### src/rtl/mips_multicycle_controller.sv
// Multicycle MIPS control FSM: each instruction takes 3-5 states, and all controls are decoded from the current state.
// FETCH, MEMRD and MEMWR hold until MemReady; every other state advances on each clock.
module mips_multicycle_controller (
  input  logic       CLK,
  input  logic       RST,
  input  logic [5:0] Opcode,
  input  logic [5:0] Funct,
  input  logic       Zero,
  input  logic       MemReady,
  output logic       MemRead,
  output logic       MemWrite,
  output logic       IRWrite,
  output logic       IorD,
  output logic       PCEn,
  output logic [1:0] PCSrc,
  output logic       ALUSrcA,
  output logic [1:0] ALUSrcB,
  output logic [2:0] ALUControl,
  output logic       RegDst,
  output logic       MemtoReg,
  output logic       RegWrite,
  output logic       Illegal,
  output logic [3:0] State
);

  typedef enum logic [3:0] {
    FETCH  = 4'd0,
    DECODE = 4'd1,
    MEMADR = 4'd2,
    MEMRD  = 4'd3,
    MEMWB  = 4'd4,
    MEMWR  = 4'd5,
    EXEC   = 4'd6,
    ALUWB  = 4'd7,
    BRANCH = 4'd8,
    ADDIEX = 4'd9,
    ADDIWB = 4'd10,
    JUMP   = 4'd11
  } state_t;

  localparam logic [5:0] OP_LW    = 6'b100011;
  localparam logic [5:0] OP_SW    = 6'b101011;
  localparam logic [5:0] OP_RTYPE = 6'b000000;
  localparam logic [5:0] OP_BEQ   = 6'b000100;
  localparam logic [5:0] OP_ADDI  = 6'b001000;
  localparam logic [5:0] OP_J     = 6'b000010;

  state_t     state;
  state_t     next_state;
  logic       pcwrite;
  logic       branch;
  logic [1:0] aluop;

  always_ff @(posedge CLK or negedge RST) begin
    if (!RST) state <= FETCH;
    else      state <= next_state;
  end

  always_comb begin
    next_state = FETCH;
    MemRead    = 1'b0;
    MemWrite   = 1'b0;
    IRWrite    = 1'b0;
    IorD       = 1'b0;
    pcwrite    = 1'b0;
    branch     = 1'b0;
    PCSrc      = 2'b00;
    ALUSrcA    = 1'b0;
    ALUSrcB    = 2'b00;
    aluop      = 2'b00;
    RegDst     = 1'b0;
    MemtoReg   = 1'b0;
    RegWrite   = 1'b0;
    Illegal    = 1'b0;
    case (state)
      FETCH: begin
        MemRead    = 1'b1;
        ALUSrcB    = 2'b01;
        IRWrite    = MemReady;
        pcwrite    = MemReady;
        next_state = MemReady ? DECODE : FETCH;
      end
      DECODE: begin
        ALUSrcB = 2'b11;
        case (Opcode)
          OP_LW, OP_SW: next_state = MEMADR;
          OP_RTYPE:     next_state = EXEC;
          OP_BEQ:       next_state = BRANCH;
          OP_ADDI:      next_state = ADDIEX;
          OP_J:         next_state = JUMP;
          default: begin
            Illegal    = 1'b1;
            next_state = FETCH;
          end
        endcase
      end
      MEMADR: begin
        ALUSrcA    = 1'b1;
        ALUSrcB    = 2'b10;
        next_state = (Opcode == OP_LW) ? MEMRD : MEMWR;
      end
      MEMRD: begin
        MemRead    = 1'b1;
        IorD       = 1'b1;
        next_state = MemReady ? MEMWB : MEMRD;
      end
      MEMWB: begin
        MemtoReg = 1'b1;
        RegWrite = 1'b1;
      end
      // MemWrite is held for the whole wait so the memory sees a stable request.
      MEMWR: begin
        MemWrite   = 1'b1;
        IorD       = 1'b1;
        next_state = MemReady ? FETCH : MEMWR;
      end
      EXEC: begin
        ALUSrcA    = 1'b1;
        aluop      = 2'b10;
        next_state = ALUWB;
      end
      ALUWB: begin
        RegDst   = 1'b1;
        RegWrite = 1'b1;
      end
      BRANCH: begin
        ALUSrcA = 1'b1;
        aluop   = 2'b01;
        PCSrc   = 2'b01;
        branch  = 1'b1;
      end
      ADDIEX: begin
        ALUSrcA    = 1'b1;
        ALUSrcB    = 2'b10;
        next_state = ADDIWB;
      end
      ADDIWB: RegWrite = 1'b1;
      JUMP: begin
        PCSrc   = 2'b10;
        pcwrite = 1'b1;
      end
      default: next_state = FETCH;
    endcase
  end

  // An unknown Funct falls back to add rather than flagging Illegal.
  always_comb begin
    ALUControl = 3'b010;
    case (aluop)
      2'b01: ALUControl = 3'b110;
      2'b10: begin
        case (Funct)
          6'b100010: ALUControl = 3'b110;
          6'b100100: ALUControl = 3'b000;
          6'b100101: ALUControl = 3'b001;
          6'b101010: ALUControl = 3'b111;
          default:   ALUControl = 3'b010;
        endcase
      end
      default: ALUControl = 3'b010;
    endcase
  end

  assign PCEn  = pcwrite | (branch & Zero);
  assign State = state;

endmodule
### config.mk
export PLATFORM = sky130hd
export DESIGN_NAME = mips_multicycle_controller
export DESIGN_NICKNAME = d
export VERILOG_FILES = /design/src/rtl/mips_multicycle_controller.sv
export SDC_FILE = /design/constraint.sdc
export NUM_CORES = 1
export LEC_CHECK = 0
export ABC_AREA = 1
export CAP_MARGIN = 20
export CORE_UTILIZATION = 39
export CTS_CLUSTER_DIAMETER = 200
export CTS_CLUSTER_SIZE = 28
export DETAILED_ROUTE_END_ITERATION = 10
export PLACE_DENSITY = 0.81
export SYNTH_ARGS = -nofsm -noshare
export SYNTH_HDL_FRONTEND = slang
export SYNTH_SLANG_ARGS = --single-unit
### constraint.sdc
create_clock -name CLK -period 3.2 [get_ports CLK]
set_input_delay 0.32 -clock CLK [delete_from_list [all_inputs] [get_ports CLK]]
set_output_delay 0.32 -clock CLK [all_outputs]
set_load 0.005 [all_outputs]
# ---- After elaboration in Yosys (flattened, before gate mapping)
# Index checks and enable logic that the tools add are counted.
dict set report op_classes {
  n_addsub 0
  mul 0
  div_mod_pow 0
  order_cmp 0
  n_eq_ne 22
  n_shift 0
  n_mux 23
  n_bitwise 2
  reduce_logical 9
}
# op count
set ops {}
lappend ops {{6-bit == test (second input constant)} 6}
lappend ops {{4-bit one-hot mux with 7 select lines} 1}
lappend ops {{4-bit one-hot mux with 5 select lines} 1}
lappend ops {{4-bit by 3-bit == test with 1-bit output (second input constant)} 4}
lappend ops {{4-bit == test (second input constant)} 4}
lappend ops {{1-bit two-way mux} 12}
lappend ops {{3-bit one-hot mux with 4 select lines} 1}
lappend ops {{3-bit two-way mux} 3}
lappend ops {{4-bit by 2-bit == test with 1-bit output (second input constant)} 2}
lappend ops {{2-bit one-hot mux with 2 select lines} 2}
lappend ops {{2-bit OR reduction} 4}
lappend ops {{6-bit by 2-bit == test with 1-bit output (second input constant)} 1}
lappend ops {{6-bit by 3-bit == test with 1-bit output (second input constant)} 1}
lappend ops {{6-bit by 4-bit == test with 1-bit output (second input constant)} 1}
lappend ops {{6-bit logical NOT} 1}
lappend ops {{2-bit one-hot mux with 3 select lines} 1}
lappend ops {{3-bit one-hot mux with 2 select lines} 1}
lappend ops {{6-bit OR reduction} 1}
lappend ops {{4-bit by 1-bit == test with 1-bit output (second input constant)} 1}
lappend ops {{4-bit logical NOT} 1}
lappend ops {{4-bit OR reduction} 1}
lappend ops {{3-bit OR reduction} 1}
lappend ops {{2-bit by 1-bit == test with 1-bit output (second input constant)} 1}
lappend ops {{2-bit == test (second input constant)} 1}
lappend ops {{3 further kinds} 3}
dict set report totals {
  regBits 4
  latchBits 0
  ramBits 0
  romBits 0
  inputBits 16
  elab_cells 57
  n_memories 0
}

# ---- Logic depth before layout (Yosys ltp)
# Gate-level depths: netlist (run 1).
dict set report logic_depth {
  word_depth 4
  ltp_mapped 8
}

# ---- Worst setup path after synthesis (run 1)
# No wires, ideal clock.
dict set report synth_timing {
  path_type {reg2out}
  startpoint {reg state[1] (netlist: State[1])}
  endpoint {out ALUControl[2]}
  arrival_ns 1.327
  path_slack_ns 1.553
  stages_incl_launch_ff 7
  cell_sequence {dfrtp_1 -> inv_1 -> nor2_1 -> nand2_1 -> ha_1 -> nand2_1 -> o21ai_0}
}
dict set report synth_via {
  elab_chain_len 4
}
# item line_no
set synth_rtl {}
lappend synth_rtl {{from (decl)} 48} ;# state_t state;
lappend synth_rtl {{from (signal assigned)} 56} ;# else state <= next_state;
lappend synth_rtl {{4-bit == test / 4-bit by 3-bit == test with 1-bit output (equally long branches)} 75} ;# case (state)
lappend synth_rtl {{2-bit one-hot mux with 2 select lines (*)} 75}
lappend synth_rtl {{2-bit == test / 2-bit by 1-bit == test with 1-bit output (equally long branches)} 149} ;# case (aluop)
lappend synth_rtl {{3-bit one-hot mux with 2 select lines (*)} 149}
lappend synth_rtl {{to (decl)} 18} ;# output logic [2:0] ALUControl,
# Mark *: on every way between the ends. The rest lies on a longest branch, timed or not.

# ---- Worst setup path in the final report (run 1)
# Same ends and word-level chain as after synthesis.

==> results_tabular.tex, run 1 <==
\begin{tabular}{lr}
\hline
Metric & Value \\
\hline
\multicolumn{2}{l}{\textbf{Synthesis}} \\
\quad Post-synthesis instance area & 598 µm² \\
\quad Post-synth top area share & roughly a fifth \\
\quad Total number of yosys warnings & 0 \\
\quad Number of cells produced by synthesis & about 120 \\
\quad Synth unique cells & 11 \\
\quad Largest cells by area after synthesis & sky130\_fd\_sc\_hd\_\_nand2\_1 21\%, sky130\_fd\_sc\_hd\_\_inv\_1 17\%, sky130\_fd\_sc\_hd\_\_dfrtp\_1 17\%, sky130\_fd\_sc\_hd\_\_nor2\_1 16\%, sky130\_fd\_sc\_hd\_\_nand3\_1 12\% \\
\quad Mean area per synthesized cell & 5.03 µm² \\
\quad Synthesized net count & about 140 \\
\quad Synth Register Bits & 4 \\
\quad Cell type with the highest aggregate area in the netlist & sky130\_fd\_sc\_hd\_\_nand2\_1 \\
\quad Sequential fraction of the synthesis area & approximately 17\% \\
\multicolumn{2}{l}{\textbf{Die}} \\
\quad Die height & approximately 40 µm \\
\quad Width of the chip & roughly 41 µm \\
\quad Die area & 1690 µm² \\
\quad Effective utilization at floorplan & about 44\% \\
\quad Cell Rows & 13 \\
\quad IO Pins & 37 \\
\quad Standard cell core area & 1370 µm² \\
\multicolumn{2}{l}{\textbf{Timing}} \\
\quad Max Fclk & 388 MHz \\
\quad Largest clock skew in the final design & about 0.00042 ns \\
\quad Final max-slew violation count & 0 \\
\quad Tcrit/Tclk final & about four fifths \\
\quad Hold violation total from the final report & 0 \\
\quad Setup total negative slack & 0 ns \\
\quad Worst-margin pin slew & just over 0.3 ns \\
\quad Max-slew headroom at the worst pin & between 70\% and 80\% \\
\quad RSZ-0062 raised after global routing & false \\
\quad Setup violation total in the final timing report & 0 \\
\quad Final critical-path required period & 2.58 ns \\
\multicolumn{2}{l}{\textbf{GRT}} \\
\quad Global-route wire length before repair & approximately 2900 µm \\
\quad Pin count of the biggest net entering global routing & 8 \\
\quad Initial antenna violation count & 0 \\
\quad GR Overflow Total & 0 \\
\quad Aggregate global-route resource usage & about a quarter \\
\quad Via count of the first global-routing pass & roughly 720 \\
\multicolumn{2}{l}{\textbf{Place}} \\
\quad Number of placed instances with taps included & 170 \\
\quad Post-DP HPWL & between 1500 and 2000 µm \\
\quad Buffers added on ports & 36 \\
\quad Gpl congestion & between 0.7 and 0.8 \\
\quad Placed inst area & 977 µm² \\
\multicolumn{2}{l}{\textbf{Clock tree}} \\
\quad Clock sinks & 4 \\
\quad CTS clock-pin slew for the worst setup and hold paths & roughly 0.04 ns \\
\quad Number of gates given a new drive strength after cts & 0 \\
\quad Buffers inserted during post-CTS setup optimization & 0 \\
\quad Clock root buffer master & sky130\_fd\_sc\_hd\_\_clkbuf\_4 \\
\quad Number of buffers added to fix hold violations after cts & 0 \\
\quad Clock H-tree levels & 1 \\
\quad Number of buffers added by the clock tree synthesis step & 3 \\
\quad Clock tree from TritonCTS & yes \\
\quad Max Buffers Root-to-Sink & 2 \\
\quad Worst-skew pair later-pin latency & roughly 0.23 ns \\
\multicolumn{2}{l}{\textbf{Cells and area}} \\
\quad Final standard cell area without fillers & roughly 1000 µm² \\
\quad Number of antenna diodes & 0 \\
\quad Syn-to-layout area delta & 67.2\% \\
\quad Share of cells above drive strength 1 & 2.53\% \\
\quad End-of-flow core utilization & between 70 and 80\% \\
\quad Final non-filler cell total & between 150 and 200 \\
\quad Max reg flops & 4 \\
\quad Count of fill cells added during filler insertion & 129 \\
\quad Net total in the final layout & 179 \\
\multicolumn{2}{l}{\textbf{Pwr}} \\
\quad Standby leakage power & $\sim$0.55 nW \\
\quad Worst voltage drop across the vdd grid & around 0.26 mV \\
\quad Power Density & approximately 310 nW/µm² \\
\quad Total power & just over 0.3 mW \\
\multicolumn{2}{l}{\textbf{Setup path}} \\
\quad Startpoint-to-endpoint class of the critical path & register to output pin \\
\quad Critical path launch point type & register \\
\quad Maximum single-stage delay on the critical path & 0.52 ns \\
\quad Crit-path slowest cell & sky130\_fd\_sc\_hd\_\_clkdlybuf4s50\_1 \\
\quad Most numerous cell on the critical path & sky130\_fd\_sc\_hd\_\_nand2\_1 \\
\quad Cells along the critical path & inv\_1 -> nor2\_1 -> nand2\_1 -> ha\_1 -> nand2\_1 -> o21ai\_0 -> clkdlybuf4s50\_1 \\
\quad Crit path required time & about 2.9 ns \\
\quad Endpoint arrival time on the critical path & 2.26 ns \\
\quad Endpoint kind of the worst setup timing path & output pin \\
\quad Largest fanout of any net on the critical path & 5 \\
\multicolumn{2}{l}{\textbf{Hold path}} \\
\quad Min-delay worst type & primary input to async pin \\
\multicolumn{2}{l}{\textbf{Run}} \\
\quad Total of max-cap violations & 0 \\
\multicolumn{2}{l}{\textbf{Drt}} \\
\quad Number of DRC markers after the initial detailed-route iteration & 33 \\
\quad Total Routed Length & $\sim$1800 µm \\
\quad Post-detailed-route wirelength per cell & 10.2 µm \\
\quad Detailed-route via count & between 800 and 900 \\
\quad Remaining design rule violation count & 0 \\
\quad Number of iterations in the first detailed-routing pass & 4 \\
\quad Number of antenna-violating nets in the routed design & 0 \\
\quad Vias per cell & 4.75 \\
\multicolumn{2}{l}{\textbf{Outcome}} \\
\quad Status & finished clean \\
\hline
\end{tabular}
-- Yosys cell counts --
master,count
sky130_fd_sc_hd__nand2_1,33
sky130_fd_sc_hd__ha_1,3
sky130_fd_sc_hd__inv_1,27
sky130_fd_sc_hd__dfrtp_1,4
sky130_fd_sc_hd__a21oi_1,4
sky130_fd_sc_hd__nand2_2,1
sky130_fd_sc_hd__o22ai_1,1
sky130_fd_sc_hd__nand4_1,3
sky130_fd_sc_hd__o21ai_0,4
sky130_fd_sc_hd__nand3_1,14
sky130_fd_sc_hd__nor2_1,25
-- per-layer routing --
| layer | GRT usage [%] | share of wire (%) | vias to the layer above |
|---|---|---|---|
| met5 | 0 | 0 | - |
| met4 | 9.68 | 0.91 | 0 |
| met3 | 3.26 | 4.7 | 3 |
| met2 | 47.7 | 50 | 35 |
| met1 | 30.0 | 44 | 342 |
| li1 | - | - | 442 |
-- worst paths after layout --
kind	startpoint	endpoint	slack (ns)	cells past startpoint
hold / removal	RST	State[2]	0.30	1
hold reg to reg	State[3]	State[0]	0.66	3
setup / recovery	State[1]	ALUControl[2]	0.62	7
max in group asynchronous	RST	State[3]	2.73	1
min in group CLK	State[3]	State[0]	0.66	3
setup reg to reg	State[1]	State[1]	1.98	6
-- cell families after synthesis --
group | share of synthesized area (%)
flip-flops | 16.7
AO/OA/AOI/OAI | 7.74
buffers and inverters | 16.9
AND/OR/NAND/NOR | 52.3
adder cells (fa/ha/maj) | 6.28
-- power breakdown --
| group | leakage (nW) | internal [mW] | total (mW) | switching [mW] |
|---|---|---|---|---|
| logic | 0.479 | 0.0973 | 0.178 | 0.0806 |
| registers | 0.0541 | 0.0573 | 0.0644 | 0.00710 |
| clock network | 0.0138 | 0.0420 | 0.0639 | 0.0219 |
-- layout make-up --
cell class | count | area [µm²] | share of cell area [%]
timing repair buffer | 36 | 360 | 36.0
sequential | 4 | 100 | 10.0
clock buffer | 3 | 22.5 | 2.25
inverter | 27 | 101 | 10.1
tap | 15 | 18.8 | 1.88
multi-input combinational | 88 | 397 | 39.7
-- worst max-delay path, delay by kind of cell, from the launching register on --
kind / cells / cell delay, ns
AO/OA/AOI/OAI: 1 / 0.16
adder cells (fa/ha/maj): 1 / 0.36
buffers and inverters: 2 / 0.60
flip-flops: 1 / 0.39
AND/OR/NAND/NOR: 3 / 0.50
-- through the flow --
stage / worst slack, ns / hold WS (ns)
detailed placement: 0.881 / 0.547
floorplan: 1.55 / 0.0244
finish: 0.622 / 0.297
global placement: 0.978 / 0.528
CTS: 0.628 / 0.300
global route: 0.473 / 0.305
-- cells in the final DEF (no fill, tap or decap) --
cell type                          n
sky130_fd_sc_hd__clkdlybuf4s50_1  36
sky130_fd_sc_hd__o21ai_0           4
sky130_fd_sc_hd__nand2_1          33
sky130_fd_sc_hd__clkbuf_4          3
sky130_fd_sc_hd__o22ai_1           1
sky130_fd_sc_hd__inv_1            27
sky130_fd_sc_hd__nand4_1           3
sky130_fd_sc_hd__nor2_1           25
sky130_fd_sc_hd__a21oi_1           4
sky130_fd_sc_hd__dfrtp_1           4
sky130_fd_sc_hd__ha_1              3
sky130_fd_sc_hd__nand2_2           1
sky130_fd_sc_hd__nand3_1          14
Power figures use the tool's default switching activity.
==> inputs of run 2 (changes only) <==
--- a/config.mk
+++ b/config.mk
@@ -7,11 +7,11 @@
 export LEC_CHECK = 0
 export ABC_AREA = 1
 export CAP_MARGIN = 20
-export CORE_UTILIZATION = 39
+export CORE_UTILIZATION = 36
 export CTS_CLUSTER_DIAMETER = 200
 export CTS_CLUSTER_SIZE = 28
 export DETAILED_ROUTE_END_ITERATION = 10
-export PLACE_DENSITY = 0.81
+export PLACE_DENSITY = 0.76
 export SYNTH_ARGS = -nofsm -noshare
 export SYNTH_HDL_FRONTEND = slang
 export SYNTH_SLANG_ARGS = --single-unit
==> constraint.sdc (replaced) <==
create_clock -name CLK -period 2.7 [get_ports CLK]
set_input_delay 0.27 -clock CLK [delete_from_list [all_inputs] [get_ports CLK]]
set_output_delay 0.27 -clock CLK [all_outputs]
set_load 0.005 [all_outputs]
==> run 2 against run 1 <==
Net effect: cell area increased by 0.13%; highest routed layer is now met3; routed wire length shrank 3.3%; first-iteration DRC count shrank 36%; power up 18%; register-to-register slack got worse by 0.51 ns; critical path depth unchanged.
==> results_tabular.tex, run 2 (same netlist as run 1, synthesis figures left out) <==
\begin{tabular}{lr}
\hline
Metric & Value \\
\hline
\multicolumn{2}{l}{\textbf{Clock tree}} \\
\quad Number of gates given a new drive strength after cts & 0 \\
\quad Worst-skew pair later-pin latency & roughly 0.24 ns \\
\quad CTS clock-pin slew for the worst setup and hold paths & approximately 0.040 ns \\
\quad Clock root buffer master & sky130\_fd\_sc\_hd\_\_clkbuf\_4 \\
\quad Number of buffers added by the clock tree synthesis step & 3 \\
\quad Clock tree from TritonCTS & yes \\
\quad Clock sinks & 4 \\
\quad Clock H-tree levels & 1 \\
\quad Max Buffers Root-to-Sink & 2 \\
\quad Buffers inserted during post-CTS setup optimization & 0 \\
\quad Number of buffers added to fix hold violations after cts & 0 \\
\multicolumn{2}{l}{\textbf{Pwr}} \\
\quad Power Density & between 300 and 400 nW/µm² \\
\quad Standby leakage power & around 0.55 nW \\
\quad Worst voltage drop across the vdd grid & around 0.29 mV \\
\multicolumn{2}{l}{\textbf{Drt}} \\
\quad Number of DRC markers after the initial detailed-route iteration & 21 \\
\quad Detailed-route via count & between 800 and 900 \\
\quad Number of antenna-violating nets in the routed design & 0 \\
\quad Post-detailed-route wirelength per cell & a little under 10 µm \\
\quad Vias per cell & around 4.8 \\
\quad Total Routed Length & around 1700 µm \\
\quad Remaining design rule violation count & 0 \\
\quad Number of iterations in the first detailed-routing pass & 4 \\
\multicolumn{2}{l}{\textbf{Place}} \\
\quad Number of placed instances with taps included & around 170 \\
\quad Gpl congestion & roughly 0.8 \\
\quad Post-DP HPWL & around 1500 µm \\
\quad Buffers added on ports & 36 \\
\multicolumn{2}{l}{\textbf{Timing}} \\
\quad RSZ-0062 raised after global routing & false \\
\quad Setup violation total in the final timing report & 0 \\
\quad Worst-margin pin slew & around 0.34 ns \\
\quad Hold violation total from the final report & 0 \\
\quad Final critical-path required period & around 2.5 ns \\
\quad Final max-slew violation count & 0 \\
\quad Largest clock skew in the final design & 0.00180 ns \\
\quad Setup total negative slack & 0 ns \\
\quad Max Fclk & 401 MHz \\
\quad Max-slew headroom at the worst pin & around 77\% \\
\quad Tcrit/Tclk final & 92.4\% \\
\multicolumn{2}{l}{\textbf{Cells and area}} \\
\quad Share of cells above drive strength 1 & under 10\% \\
\quad Syn-to-layout area delta & 67.4\% \\
\quad Max reg flops & 4 \\
\quad Final non-filler cell total & roughly 170 \\
\quad Net total in the final layout & roughly 180 \\
\quad Number of antenna diodes & 0 \\
\quad Most common cell after layout, fill and taps aside & sky130\_fd\_sc\_hd\_\_clkdlybuf4s50\_1 \\
\quad Top library cells by usage in the layout, fill and taps aside & 36 x sky130\_fd\_sc\_hd\_\_clkdlybuf4s50\_1, 33 x sky130\_fd\_sc\_hd\_\_nand2\_1, 27 x sky130\_fd\_sc\_hd\_\_inv\_1 \\
\quad End-of-flow core utilization & about two thirds \\
\multicolumn{2}{l}{\textbf{GRT}} \\
\quad Via count of the first global-routing pass & $\sim$740 \\
\quad Aggregate global-route resource usage & approximately a fifth \\
\quad Pin count of the biggest net entering global routing & 8 \\
\quad Initial antenna violation count & 0 \\
\quad GR Overflow Total & 0 \\
\quad Global-route wire length before repair & around 2900 µm \\
\multicolumn{2}{l}{\textbf{Die}} \\
\quad Die area & between 1500 and 2000 µm² \\
\quad Cell Rows & 14 \\
\quad IO Pins & 37 \\
\quad Width of the chip & roughly 43 µm \\
\quad Standard cell core area & $\sim$1500 µm² \\
\quad Die height & between 40 and 50 µm \\
\quad Effective utilization at floorplan & between 30 and 40\% \\
\multicolumn{2}{l}{\textbf{Setup path}} \\
\quad Buf/Inv on CP & 2 \\
\quad Endpoint kind of the worst setup timing path & output pin \\
\quad Reg-to-Reg End & State[2] \\
\quad Endpoint arrival time on the critical path & about 2.2 ns \\
\quad Start point of the critical path & State[2] \\
\quad Largest fanout of any net on the critical path & 5 \\
\quad Reg-to-reg setup timing slack & approximately 1.5 ns \\
\quad Worst r2r path cells & 5 \\
\quad Crit path required time & $\sim$2.4 ns \\
\quad Critical path launch point type & register \\
\quad Critical Path Sink & ALUControl[2] \\
\quad Maximum single-stage delay on the critical path & $\sim$0.52 ns \\
\quad Startpoint-to-endpoint class of the critical path & register to output pin \\
\quad Number of logic stages on the critical path including buffering & 7 \\
\quad Crit path max-delay family & buffers and inverters \\
\quad Most numerous cell on the critical path & sky130\_fd\_sc\_hd\_\_nand2\_1 \\
\quad Crit-path slowest cell & sky130\_fd\_sc\_hd\_\_clkdlybuf4s50\_1 \\
\quad FF-to-FF Start & State[3] \\
\quad Cells along the critical path & inv\_1 -> nor2\_1 -> nand2\_1 -> ha\_1 -> nand2\_1 -> o21ai\_0 -> clkdlybuf4s50\_1 \\
\multicolumn{2}{l}{\textbf{Outcome}} \\
\quad Status & finished clean \\
\multicolumn{2}{l}{\textbf{Hold path}} \\
\quad Min-delay worst type & primary input to async pin \\
\multicolumn{2}{l}{\textbf{Run}} \\
\quad Total of max-cap violations & 0 \\
\hline
\end{tabular}
[run 2: worst min path at each step]
| stage | startpoint | to | depth (start not counted) |
|---|---|---|---|
| after floorplan | RST | State[0] | 0 |
| after global placement | RST | State[1] | 1 |
| after detailed placement | RST | State[1] | 1 |
| after CTS | RST | State[2] | 1 |
| after global routing | RST | State[1] | 1 |
| final | RST | State[2] | 1 |
[run 2: area by class of cell]
| class | count | area, µm² |
|---|---|---|
| Multi-Input combinational cell | 88 | 397 |
| Sequential cell | 4 | 100 |
| Inverter | 27 | 101 |
| Timing Repair Buffer | 36 | 360 |
| Clock buffer | 3 | 22.5 |
| Tap cell | 16 | 20.0 |
| Fill cell | 164 | 523 |
[run 2: per-stage QoR]
| step | hold slack [ns] | setup slack, ns | instance area, µm² | power (mW) |
|---|---|---|---|---|
| after floorplan | -0.0256 | 1.10 | 598 | 0.164 |
| after global placement | 0.481 | 0.537 | 978 | 0.283 |
| after detailed placement | 0.487 | 0.482 | 978 | 0.285 |
| after CTS | 0.239 | 0.219 | 1000 | 0.361 |
| after global routing | 0.241 | 0.0351 | 1000 | 0.390 |
| final | 0.232 | 0.206 | 1000 | 0.361 |
[run 2: layer usage]
layer / global-route usage (%) / share of wire, % / up-vias
met5: 0 / 0 / -
met4: 1.88 / 0 / 0
met3: 4.68 / 5.3 / 0
met2: 37.9 / 51 / 27
met1: 23.4 / 43 / 363
li1: - / - / 442
[run 2: power breakdown]
part,switching (mW),internal (mW),leakage [nW]
logic,0.0936,0.115,0.479
clock network,0.0267,0.0499,0.0138
registers,0.00742,0.0679,0.0541
